`src/rtl/bus_pkg.sv`:
```
// Shared bus definitions for the accumulator controller and its bus target.
// Holds the bus widths, the register address map and a decode helper that maps
// a word address onto the register it selects.
package bus_pkg;

  localparam int unsigned BUS_DW = 32;
  localparam int unsigned BUS_AW = 8;

  localparam logic [BUS_AW-1:0] ADDR_TIMER      = 8'h10;
  localparam logic [BUS_AW-1:0] ADDR_TCTRL      = 8'h11;
  localparam logic [BUS_AW-1:0] ADDR_SCRATCH    = 8'h12;
  localparam logic [BUS_AW-1:0] ADDR_OUTPORT    = 8'h13;
  localparam logic [BUS_AW-1:0] ADDR_FIFO_DATA  = 8'h14;
  localparam logic [BUS_AW-1:0] ADDR_FIFO_COUNT = 8'h15;

  typedef enum logic [2:0] {
    RegNone,
    RegRam,
    RegTimer,
    RegTctrl,
    RegScratch,
    RegOutport,
    RegFifoData,
    RegFifoCount
  } reg_sel_e;

  // RAM occupies 0 .. ram_words-1; everything unmapped decodes to RegNone.
  function automatic reg_sel_e decode_addr(input logic [BUS_AW-1:0] addr,
                                           input int unsigned ram_words);
    reg_sel_e sel;
    sel = RegNone;
    if (32'(addr) < ram_words) begin
      sel = RegRam;
    end else begin
      case (addr)
        ADDR_TIMER:      sel = RegTimer;
        ADDR_TCTRL:      sel = RegTctrl;
        ADDR_SCRATCH:    sel = RegScratch;
        ADDR_OUTPORT:    sel = RegOutport;
        ADDR_FIFO_DATA:  sel = RegFifoData;
        ADDR_FIFO_COUNT: sel = RegFifoCount;
        default:         sel = RegNone;
      endcase
    end
    return sel;
  endfunction

endpackage

```
`src/rtl/bus_fifo.sv`:
```
// Synchronous FIFO used as the responder's input queue.
// Ports:
//   clk_i, rst_ni   - clock, asynchronous active-low reset (clears pointers/count)
//   push_i, wdata_i - enqueue wdata_i (ignored while full)
//   pop_i, rdata_o  - rdata_o shows the head combinationally; pop_i dequeues it
//                     (ignored while empty)
//   count_o         - number of stored entries, 0..DEPTH
//   full_o, empty_o - status from the registered count
module bus_fifo
  import bus_pkg::*;
#(
  parameter int unsigned DEPTH = 4,
  parameter int unsigned WIDTH = BUS_DW,
  localparam int unsigned PtrW = $clog2(DEPTH),
  localparam int unsigned CntW = PtrW + 1
) (
  input  logic             clk_i,
  input  logic             rst_ni,
  input  logic             push_i,
  input  logic [WIDTH-1:0] wdata_i,
  input  logic             pop_i,
  output logic [WIDTH-1:0] rdata_o,
  output logic [CntW-1:0]  count_o,
  output logic             full_o,
  output logic             empty_o
);

  logic [WIDTH-1:0] mem_q [DEPTH];
  logic [PtrW-1:0]  wr_ptr_q, wr_ptr_d;
  logic [PtrW-1:0]  rd_ptr_q, rd_ptr_d;
  logic [CntW-1:0]  count_q, count_d;
  logic             do_push, do_pop;

  assign full_o  = (count_q == CntW'(DEPTH));
  assign empty_o = (count_q == '0);
  assign count_o = count_q;
  assign rdata_o = mem_q[rd_ptr_q];

  always_comb begin
    do_push  = push_i & ~full_o;
    do_pop   = pop_i & ~empty_o;
    // DEPTH is a power of two, so the pointers wrap on their own.
    wr_ptr_d = do_push ? wr_ptr_q + 1'b1 : wr_ptr_q;
    rd_ptr_d = do_pop ? rd_ptr_q + 1'b1 : rd_ptr_q;
    count_d  = count_q;
    case ({do_push, do_pop})
      2'b10:   count_d = count_q + 1'b1;
      2'b01:   count_d = count_q - 1'b1;
      default: count_d = count_q;
    endcase
  end

  always_ff @(posedge clk_i or negedge rst_ni) begin
    if (!rst_ni) begin
      wr_ptr_q <= '0;
      rd_ptr_q <= '0;
      count_q  <= '0;
    end else begin
      wr_ptr_q <= wr_ptr_d;
      rd_ptr_q <= rd_ptr_d;
      count_q  <= count_d;
    end
  end

  // Storage is not reset; the pointers alone define what is valid.
  always_ff @(posedge clk_i) begin
    if (do_push) begin
      mem_q[wr_ptr_q] <= wdata_i;
    end
  end

endmodule

```
`src/rtl/bus_responder.sv`:
```
// Memory-mapped bus target for the accumulator controller.
// Holds a data RAM, a free-running timer with enable, a scratch register, an
// output port latch with a one-cycle strobe and an input FIFO fed by a producer.
// Ports:
//   CLK, RST_N       - clock, asynchronous active-low reset
//   busAddr          - word address
//   busRead          - read strobe; busRData updates on the sampling edge
//   busWrite         - write strobe with busWData
//   busRData         - registered read data, held between reads
//   inValid, inData  - producer offer; accepted when inReady is high
//   inReady          - FIFO not full (from registered count only)
//   outValid         - one-cycle pulse after an OUTPORT write
//   outData          - output port latch
module bus_responder
  import bus_pkg::*;
#(
  parameter int unsigned FIFO_DEPTH = 4,
  parameter int unsigned RAM_WORDS  = 16
) (
  input  logic              CLK,
  input  logic              RST_N,
  input  logic [BUS_AW-1:0] busAddr,
  input  logic              busRead,
  input  logic              busWrite,
  input  logic [BUS_DW-1:0] busWData,
  output logic [BUS_DW-1:0] busRData,
  input  logic              inValid,
  input  logic [BUS_DW-1:0] inData,
  output logic              inReady,
  output logic              outValid,
  output logic [BUS_DW-1:0] outData
);

  localparam int unsigned CntW    = $clog2(FIFO_DEPTH) + 1;
  localparam int unsigned RamIdxW = (RAM_WORDS > 1) ? $clog2(RAM_WORDS) : 1;

  reg_sel_e          sel;
  logic [RamIdxW-1:0] ram_idx;
  logic              ram_we;

  logic [BUS_DW-1:0] ram_q [RAM_WORDS];
  logic [BUS_DW-1:0] rdata_q, rdata_d;
  logic [BUS_DW-1:0] timer_q, timer_d;
  logic              tctrl_q, tctrl_d;
  logic [BUS_DW-1:0] scratch_q, scratch_d;
  logic [BUS_DW-1:0] out_data_q, out_data_d;
  logic              out_valid_q, out_valid_d;
  logic [BUS_DW-1:0] rd_mux;

  logic              fifo_push, fifo_pop;
  logic [BUS_DW-1:0] fifo_head;
  logic [CntW-1:0]   fifo_count;
  logic              fifo_full, fifo_empty;

  bus_fifo #(
    .DEPTH (FIFO_DEPTH),
    .WIDTH (BUS_DW)
  ) u_fifo (
    .clk_i   (CLK),
    .rst_ni  (RST_N),
    .push_i  (fifo_push),
    .wdata_i (inData),
    .pop_i   (fifo_pop),
    .rdata_o (fifo_head),
    .count_o (fifo_count),
    .full_o  (fifo_full),
    .empty_o (fifo_empty)
  );

  assign busRData = rdata_q;
  assign outData  = out_data_q;
  assign outValid = out_valid_q;
  assign inReady  = ~fifo_full;

  always_comb begin
    sel     = decode_addr(busAddr, RAM_WORDS);
    ram_idx = busAddr[RamIdxW-1:0];
    ram_we  = busWrite && (sel == RegRam);

    // A read of FIFO_DATA pops even when a write happens in the same cycle.
    fifo_pop  = busRead && (sel == RegFifoData) && !fifo_empty;
    fifo_push = inValid && !fifo_full;

    // All sources are pre-write state, so read+write returns the old value.
    rd_mux = '0;
    case (sel)
      RegRam:       rd_mux = ram_q[ram_idx];
      RegTimer:     rd_mux = timer_q;
      RegTctrl:     rd_mux = BUS_DW'(tctrl_q);
      RegScratch:   rd_mux = scratch_q;
      RegOutport:   rd_mux = out_data_q;
      RegFifoData:  rd_mux = fifo_empty ? '0 : fifo_head;
      RegFifoCount: rd_mux = BUS_DW'(fifo_count);
      default:      rd_mux = '0;
    endcase
    rdata_d = busRead ? rd_mux : rdata_q;

    // A bus load of the timer overrides that cycle's increment.
    timer_d = tctrl_q ? timer_q + 1'b1 : timer_q;
    if (busWrite && (sel == RegTimer)) begin
      timer_d = busWData;
    end

    tctrl_d = tctrl_q;
    if (busWrite && (sel == RegTctrl)) begin
      tctrl_d = busWData[0];
    end

    scratch_d = scratch_q;
    if (busWrite && (sel == RegScratch)) begin
      scratch_d = busWData;
    end

    out_valid_d = busWrite && (sel == RegOutport);
    out_data_d  = out_valid_d ? busWData : out_data_q;
  end

  always_ff @(posedge CLK or negedge RST_N) begin
    if (!RST_N) begin
      rdata_q     <= '0;
      timer_q     <= '0;
      tctrl_q     <= 1'b0;
      scratch_q   <= '0;
      out_data_q  <= '0;
      out_valid_q <= 1'b0;
    end else begin
      rdata_q     <= rdata_d;
      timer_q     <= timer_d;
      tctrl_q     <= tctrl_d;
      scratch_q   <= scratch_d;
      out_data_q  <= out_data_d;
      out_valid_q <= out_valid_d;
    end
  end

  // RAM keeps its contents across reset.
  always_ff @(posedge CLK) begin
    if (ram_we) begin
      ram_q[ram_idx] <= busWData;
    end
  end

endmodule

```
`config.mk`:
```
export PLATFORM = sky130hd
export DESIGN_NAME = bus_responder
export DESIGN_NICKNAME = d
export VERILOG_FILES = /design/src/rtl/bus_pkg.sv /design/src/rtl/bus_fifo.sv /design/src/rtl/bus_responder.sv
export SDC_FILE = /design/constraint.sdc
export NUM_CORES = 1
export LEC_CHECK = 0
export ABC_AREA = 1
export BUFFER_PORTS_ARGS = -buffer_cell sky130_fd_sc_hd__buf_4
export CORE_MARGIN = 2
export CORE_UTILIZATION = 65
export CTS_CLUSTER_SIZE = 25
export DETAILED_ROUTE_END_ITERATION = 12
export PLACE_DENSITY = 0.82
export SLEW_MARGIN = 5
export SYNTH_ARGS = -nofsm -noshare
export SYNTH_HDL_FRONTEND = slang
export SYNTH_HIERARCHICAL = 1
export SYNTH_SLANG_ARGS = --single-unit
```
`constraint.sdc`:
```
create_clock -name CLK -period 4.5 [get_ports CLK]
set_clock_uncertainty 0.1 [all_clocks]
set_input_delay 0.45 -clock CLK [delete_from_list [all_inputs] [get_ports CLK]]
set_output_delay 0.45 -clock CLK [all_outputs]
set_load 0.05 [all_outputs]
```
## Word level (Yosys, flattened, before mapping)

Memory sizes are Yosys's and may differ from the RTL's.
Cells that the tools add are included.

| operators by class | value |
|---|---|
| $add $sub $neg | 5 |
| order comparisons | 1 |
| equal/unequal tests | 16 |
| multiplexer cells | 11 |
| bitwise operators | 4 |
| reduce and logical (&&, ||, !) cells | 13 |

Operator list:

| cell | count |
|---|---|
| $pmux 32 s7 | 1 |
| $mux 32 | 3 |
| $eq 8x5->1 const B | 6 |
| $add 32x1->32 const B | 1 |
| $pmux 3 s6 | 1 |
| $eq 3x3->1 const B | 5 |
| $logic_and 1x1->1 | 8 |
| $lt 8x5->1 const B | 1 |
| $eq 3x2->1 const B | 2 |
| $pmux 3 s2 | 1 |
| $add 2x1->2 const B | 2 |
| $mux 1 | 4 |
| $reduce_bool 2->1 | 2 |
| $add 3x1->3 const B | 1 |
| $eq 3x1->1 const B | 1 |
| $logic_not 3->1 | 1 |
| $mux 3 | 1 |
| $sub 3x1->3 const B | 1 |
| $and 1x1->1 | 2 |
| $eq 2x1->1 const B | 1 |
| $eq 2x2->1 const B | 1 |
| $logic_not 1->1 | 2 |
| $not 1->1 | 2 |

| word-level totals | value |
|---|---|
| register bits | 137 |
| bits in writable memories | 640 |
| logic and storage cells | 61 |
| memories | 2 |

Memories:

| memory | depth | bits a word | rd ports | clocked after Yosys merged registers in | wr ports | line | source |
|---|---|---|---|---|---|---|---|
| ram_q | 16 | 32 | 1 | 0 | 1 | bus_responder.sv:41 | `logic [BUS_DW-1:0] ram_q [RAM_WORDS];` |
| u_fifo.mem_q | 4 | 32 | 1 | 0 | 1 | bus_fifo.sv:28 | `logic [WIDTH-1:0] mem_q [DEPTH];` |

## Depth between registers and ports, before layout

Gate-level depths: netlist of run 1.

| depth | value |
|---|---|
| depth in word-level cells | 9 |
| depth in mapped cells | 16 |
| depth with buffers taken out | 15 |

## By module

The synthesis of run 1 kept the hierarchy.

Modules (own cells, without submodules):

| module | instances | cells an instance | area each (um^2) | sequential area each (um^2) |
|---|---|---|---|---|
| bus_responder | 1 | 2790 | 27601.5 | 18627.9 |
| bus_fifo | 1 | 435 | 5562.8 | 4018.9 |

## Worst setup path before layout of run 1

Ideal clock, no wire load.

| timing | value |
|---|---|
| kind | input to register |
| start point | input busAddr[0] |
| end point | memory ram_q[0][0], enable pin |
| library setup time | 421 ps |
| arrival time | 2516 ps |
| setup slack | 1463 ps |
| stages on the path | 6 |
| path buffers | 3 |
| cells stage by stage | buf_4 inv_4 buf_4 buf_2 nand3_1 nor2_1 |

| between the ends | value |
|---|---|
| cells in the longest elaborated chain, start to end | 7 |
| elaborated cells between the ends (all ways) | 13 |

RTL lines:

| item | line | source |
|---|---|---|
| start: declaration | bus_responder.sv:22 | `input logic [BUS_AW-1:0] busAddr,` |
| parallel branches: the longest is 7 deep, another holds $lt 8x5->1 | - |  |
| end: declaration | bus_responder.sv:41 |  |

Several ways; the timed one is not identified.

## Worst setup path after layout of run 1

| timing | value |
|---|---|
| start point | input busAddr[1] |
| end point | register timer_q[18] |

| between the ends | value |
|---|---|
| cells in the longest elaborated chain, start to end | 6 |
| elaborated cells between the ends (all ways) | 13 |

RTL lines:

| item | line | source |
|---|---|---|
| parallel branches: the longest is 2 deep, another holds $lt 8x5->1 | - |  |
| $mux 3 * | bus_pkg.sv:32 | `if (32'(addr) < ram_words) begin` |
| $eq 3x2->1 * | bus_responder.sv:100 | `if (busWrite && (sel == RegTimer)) begin` |
| $logic_and 1x1->1 * | bus_responder.sv:100 |  |
| $mux 32 or $reduce_bool 2->1 (tied branches) | - |  |
| end signal: assignment | bus_responder.sv:128 | `timer_q <= timer_d;` |
| end: declaration | bus_responder.sv:43 | `logic [BUS_DW-1:0] timer_q, timer_d;` |

Mark *: on every way between the ends.
A chain may end at the register's enable or synchronous reset.

==> summary.txt, run 1 <==
Fin cells: 4089
Pin slew with the least headroom to its limit: 1.32 ns
Routed WL per cell: 22.4 um
Share of the yosys chip area belonging to registers: 68.3%
Fillers: 3302
Clock latency on the worst-skew pair: 0.63 ns
I/O pin cnt: 143
Setup violations, final: 0
Leak: 15.4 nW
Layout Utilization: 74.5%
RSZ-0062 raised after global routing: no
Worst EP required: 4.90 ns
PortBufs: 142
Max Buffers Root-to-Sink: 3
Synthesized instance count: 3225
Cts bufs inserted: 77
First-pass GRT wire length: 139000 um
Clk slew on worst S/H paths: 0.06 ns
Initial Util: 66.0%
Startpoint types: input port
Slew margin rel.: 11.7%
Register area: 22600 um2
Setup TNS: 0 ns
Die height: 230 um
Fmax: 0.295 GHz
Initial DRT Pass Iterations: 6
Initial antenna violation count: 0
Global placement routability congestion: 0.927
CTS tree: yes
Final period utilization: 75.4%
Antenna fix cells: 0
Count of different cell masters after synthesis: 40
Cell area after synthesis: 33200 um2
Post-cts sizing count: 0
Worst ir drop on vdd: 0.416 mV
H-tree depth: 3
Area delta synth->final: 13.0%
Final hold violation count: 0
Status: finished, final reports clean
CP Max Fanout: 57
Share of layout cells above drive strength 1: 9.63%
Vias in the first global route: 23893
Ys Warns: 6
Die area: 52800 um2
Tmin final: 3.39 ns
Register bit total from synthesis: 777
Cells after DPL: 3919
Slew Viols, Final: 0
Vias per Instance: 5.92
Pwr dens: 435 nW/um2
Congestion Overflow GR: 0
CP arrival: 3.80 ns
Critical path endpoint category: register
Iter 0 DRT Violations: 2869
Core ar.: 50300 um2
Min-delay worst type: in -> reg
Final Net Count: 3443
Min Hold Slack: 0.0616 ns
Routed via count: 24206
Place WS: 0.518 ns
Final setup margin: 1.11 ns
Post-DP HPWL: 56600 um
Clock Tree Root: clkbuf_16
Antenna Nets Post-Route: 0
Final wirelength: 91600 um
Avg Cell Area, Syn: 10.3 um2
Largest net degree at the start of global routing: 140
Synthesized net count: 3309
Kind of critical path: in -> reg
Max-Cap Viols: 0
Tot GR Track Use: 34.9%
# DRC: 0
CTS Sinks: 777
Row count: 82
Die W: 230 um
Multi-input combinational cell area: 9100 um2
-- where the power goes --
group	internal [mW]	switching (mW)
clock network	3.76	2.66
logic	0.412	1.13
registers	8.16	0.177
total	12.3	3.96
-- cells in the final DEF (no fill, tap or decap), types with 13 or more instances in the layout --
cell / n
nor2_1: 683
clkbuf_1: 15
clkinv_2: 13
nand3_1: 45
clkinv_1: 14
dlygate4sd3_1: 33
o21ai_0: 175
xor2_1: 23
buf_4: 164
o21ai_1: 41
edfxtp_1: 640
clkbuf_16: 81
nor2_4: 19
dfrtp_1: 137
o211ai_1: 71
nor3_1: 19
inv_1: 183
nand2_1: 966
-- metal layers --
layer,GRT usage [%],wire length (um),vias up
li1,-,-,10870
met1,47.3,34800,11576
met2,54.9,43000,1522
met3,6.34,9130,238
met4,17.9,4600,0
met5,0,0,-
-- worst max-delay path, cell delays in order --
cell and delay, ns:
buf_4 0.29, inv_4 0.29, nand2_4 0.31, nor3_4 0.86, nand2_2 0.54, nand2_2 0.48, inv_2 0.22, nand2_1 0.09
o21ai_0 0.08, inv_1 0.07, nand2_1 0.05
-- logic make-up (layout without fill, tap and decap cells) --
group | after synthesis | in the layout | share of synthesized area [%]
buffers and inverters | 339 | 531 | 4.68
and+or+nand+nor | 1769 | 1769 | 20.7
DFF | 777 | 777 | 68.3
adders and majority gates | 7 | 7 | 0.287
xor gates and xnor gates | 26 | 26 | 0.687
AOI/OAI and AO/OA | 307 | 307 | 5.32
-- timing repair --
action,CTS,global route
setup buffers,0,0
hold buffers,33,0
setup endpoints to repair,0,0
endpoints found under the hold margin,188,0
-- registers in the layout, indices dropped and copies added, names as in the netlist --
register	flops
u_fifo/rd_ptr_q	2
timer_q	32
ram_q	512
scratch_q	32
u_fifo/count_o	3
outValid	1
tctrl_q	1
busRData	32
u_fifo/mem_q	128
u_fifo/wr_ptr_q	2
outData	32
-- final timing paths --
kind / from / endpoint / slack (ns) / cells after the start
min in group asynchronous: RST_N / u_fifo/wr_ptr_q[1] / 0.30 / 2
setup / recovery: busAddr[1] / timer_q[18] / 1.11 / 11
hold / removal: busAddr[5] / outValid / 0.06 / 4
hold reg to reg: scratch_q[7] / scratch_q[7] / 0.38 / 2
max in group asynchronous: RST_N / scratch_q[19] / 2.98 / 3
setup reg to reg: u_fifo/rd_ptr_q[1] / busRData[2] / 1.55 / 10
-- cells in the mapped netlist, drive strengths merged --
master,n,share of area [%]
edfxtp,640,58
buf,104,2.0
clkbuf,43,0.49
o211ai,71,1.6
nand2,976,11
nand3b,3,0.068
inv,192,2.2
fa,1,0.060
ha,6,0.23
o221ai,8,0.21
o22ai,5,0.094
o21bai,4,0.091
xor2,23,0.61
nor2,711,8.2
o21ai,216,3.3
a21o,1,0.023
xnor2,3,0.079
a211oi,1,0.023
dfrtp,137,10
nand4,9,0.17
a21oi,1,0.015
and3,1,0.019
nand3,48,0.79
nor3,21,0.37
-- cell type report --
class                   count  share of cell area, %
repair buffers            202                   4.41
clock buffers             101                   5.74
flip-flops and latches    777                   60.4
multi-input cells        2109                   24.3
clock inverters            36                  0.925
inverters                 192                   1.94
well taps                 672                   2.24
-- through the flow --
| stage | instance area, um2 | power (mW) |
|---|---|---|
| after floorplan | 33200 | 9.36 |
| after global placement | 34600 | 9.87 |
| after detailed placement | 34600 | 9.95 |
| after CTS | 37500 | 16.3 |
| after global routing | 37500 | 16.8 |
| final | 37500 | 16.3 |
Note: power is estimated with default switching activity, not from simulation.
==> inputs of run 2 (changes only) <==
CORE_UTILIZATION = 56   (was 65)
PLACE_DENSITY = 0.75   (was 0.82)
clock period = 2.8 ns   (was 4.5 ns; I/O delays follow)
==> summary.txt, run 2 (synthesis gave the netlist of run 1 again) <==
Initial DRT Pass Iterations: 6
Pin slew with the least headroom to its limit: 1.02 ns
CTS Sinks: 777
RSZ-0062 raised after global routing: no
Die area: 61200 um2
Slew Viols, Final: 0
Largest net degree at the start of global routing: 136
Min-delay worst type: in -> async
Final Total Pwr: 26.5 mW
I/O pin cnt: 143
Final Net Count: 3535
Antenna Nets Post-Route: 0
Initial Util: 56.4%
Worst path bufs/invs: 4
Critical path endpoint category: register
First-pass GRT wire length: 142000 um
Routed WL per cell: 22.1 um
Fmax: 0.404 GHz
Most flops, register: ram_q
CP arrival: 2.89 ns
Core ar.: 58800 um2
Routed via count: 24357
H-tree depth: 3
Die W: 247 um
Die height: 247 um
Vias in the first global route: 23558
Initial antenna violation count: 1
Most frequent cells in the layout: nand2_1, nor2_1, edfxtp_1
Fillers: 4383
Vias per Instance: 5.67
Status: finished, final reports clean
Max reg flops: 512
Final wirelength: 94700 um
Global placement routability congestion: 0.932
CP Max Fanout: 4
Max-Cap Viols: 0
Iter 0 DRT Violations: 2949
Slew margin rel.: 31.9%
Fin cells: 4294
Startpoint types: register
Cells after DPL: 4074
Area delta synth->final: 17.2%
Kind of critical path: reg -> reg
Most common cell after layout, fill and taps aside: nand2_1
Slowest CP cell: fa_1
Leak: 16.0 nW
Share of layout cells above drive strength 1: 11.1%
Final period utilization: 88.3%
Worst path cell trace: inv_1 -> nand3_1 -> inv_1 -> nor3_1 -> nand2_1 -> inv_1 -> ha_1 -> inv_1 -> fa_1 -> nand2_1 -> nand3_1 -> nand2_1 -> nand2_1
CTS tree: yes
Post-DP HPWL: 59800 um
Worst path top cell family by delay: simple AND/OR/NAND/NOR gates
Worst ir drop on vdd: 0.747 mV
Critical Path Max Stage Delay: 0.39 ns
Worst EP required: 3.21 ns
Tot GR Track Use: 31.2%
PortBufs: 142
Largest regs: ram_q: 512 flops, u_fifo/mem_q: 128 flops
Clock Tree Root: clkbuf_16
Max Buffers Root-to-Sink: 3
Clock latency on the worst-skew pair: 0.63 ns
Final hold violation count: 0
Clk slew on worst S/H paths: 0.06 ns
# DRC: 0
Tmin final: 2.47 ns
Row count: 89
Setup violations, final: 0
Congestion Overflow GR: 0
Pwr dens: 682 nW/um2
Setup Buffers After CTS: 0
Cts bufs inserted: 79
## run 2: cell count changes in the layout (fill, tap and decap cells not counted), moves of 2 or more
cell           change
buf_4             +24
buf_12            +30
dlygate4sd3_1     +36
clkbuf_1           +6
bufinv_16          -2
diode_2            +3
clkbuf_8           +8
clkinvlp_4         -2
clkinv_8           +4
clkinv_1           -4
## run 2: where the power goes
| part | leakage, nW | internal [mW] | total (mW) | switching, mW |
|---|---|---|---|---|
| logic | 7.08 | 0.735 | 2.52 | 1.79 |
| registers | 7.64 | 13.1 | 13.4 | 0.290 |
| clock network | 1.29 | 6.17 | 10.6 | 4.44 |
| total | 16.0 | 20.0 | 26.5 | 6.52 |
## run 2: routing by layer
metal / GRT usage, % / part of all wire (%)
met3: 5.09 / 9.1
met4: 11.6 / 3.9
met1: 43.9 / 40
met5: 0 / 0.011
met2: 49.4 / 47
## run 2: worst reg2reg max path: stages (launching register included)
cell     delay, ns
dfrtp_1       0.38
inv_1         0.10
nand3_1       0.16
inv_1         0.14
nor3_1        0.35
nand2_1       0.15
inv_1         0.07
ha_1          0.16
inv_1         0.07
fa_1          0.39
nand2_1       0.11
nand3_1       0.08
nand2_1       0.06
nand2_1       0.05
## run 2: path summary, 6_finish.rpt
kind / startpoint / to / slack, ns / depth (start not counted)
max: u_fifo/count_o[1] / u_fifo/count_o[2] / 0.33 / 13
min: RST_N / outData[14] / 0.13 / 2
max reg2reg: u_fifo/count_o[1] / u_fifo/count_o[2] / 0.33 / 13
min reg2reg: busRData[20] / busRData[20] / 0.39 / 2
max in group asynchronous: RST_N / busRData[5] / 1.73 / 3
min in group CLK: busAddr[6] / u_fifo/rd_ptr_q[1] / 0.20 / 8
## run 2: layout make-up
type | count | area (um2) | share of cell area, %
Antenna cell | 3 | 7.51 | 0.0193
Clock inverter | 33 | 342 | 0.879
Clock buffer | 115 | 2280 | 5.88
Multi-Input combinational cell | 2109 | 9110 | 23.4
Tap cell | 773 | 967 | 2.49
Inverter | 192 | 727 | 1.87
Sequential cell | 777 | 22600 | 58.3
Timing Repair Buffer | 292 | 2790 | 7.19
## run 2: timing repair
item	CTS	global route
setup endpoints to repair	0	0
resized for setup	0	0
hold buffers	69	0
hold endpoints to repair	743	0
## run 2: per-stage QoR
stage	setup TNS (ns)	hold slack (ns)	cell area (um2)	utilization, %	setup slack (ns)
6_report	0	0.129	38900	66.1	0.327
4_1_cts	0	0.106	38900	66.1	0.349
2_1_floorplan	-27.50	-0.116	33200	-	-0.0672
5_1_grt	0	0.166	38900	66.1	0.110
3_3_place_gp	0	0.181	35600	60.5	0.232
3_5_place_dp	0	0.189	35600	60.5	0.211
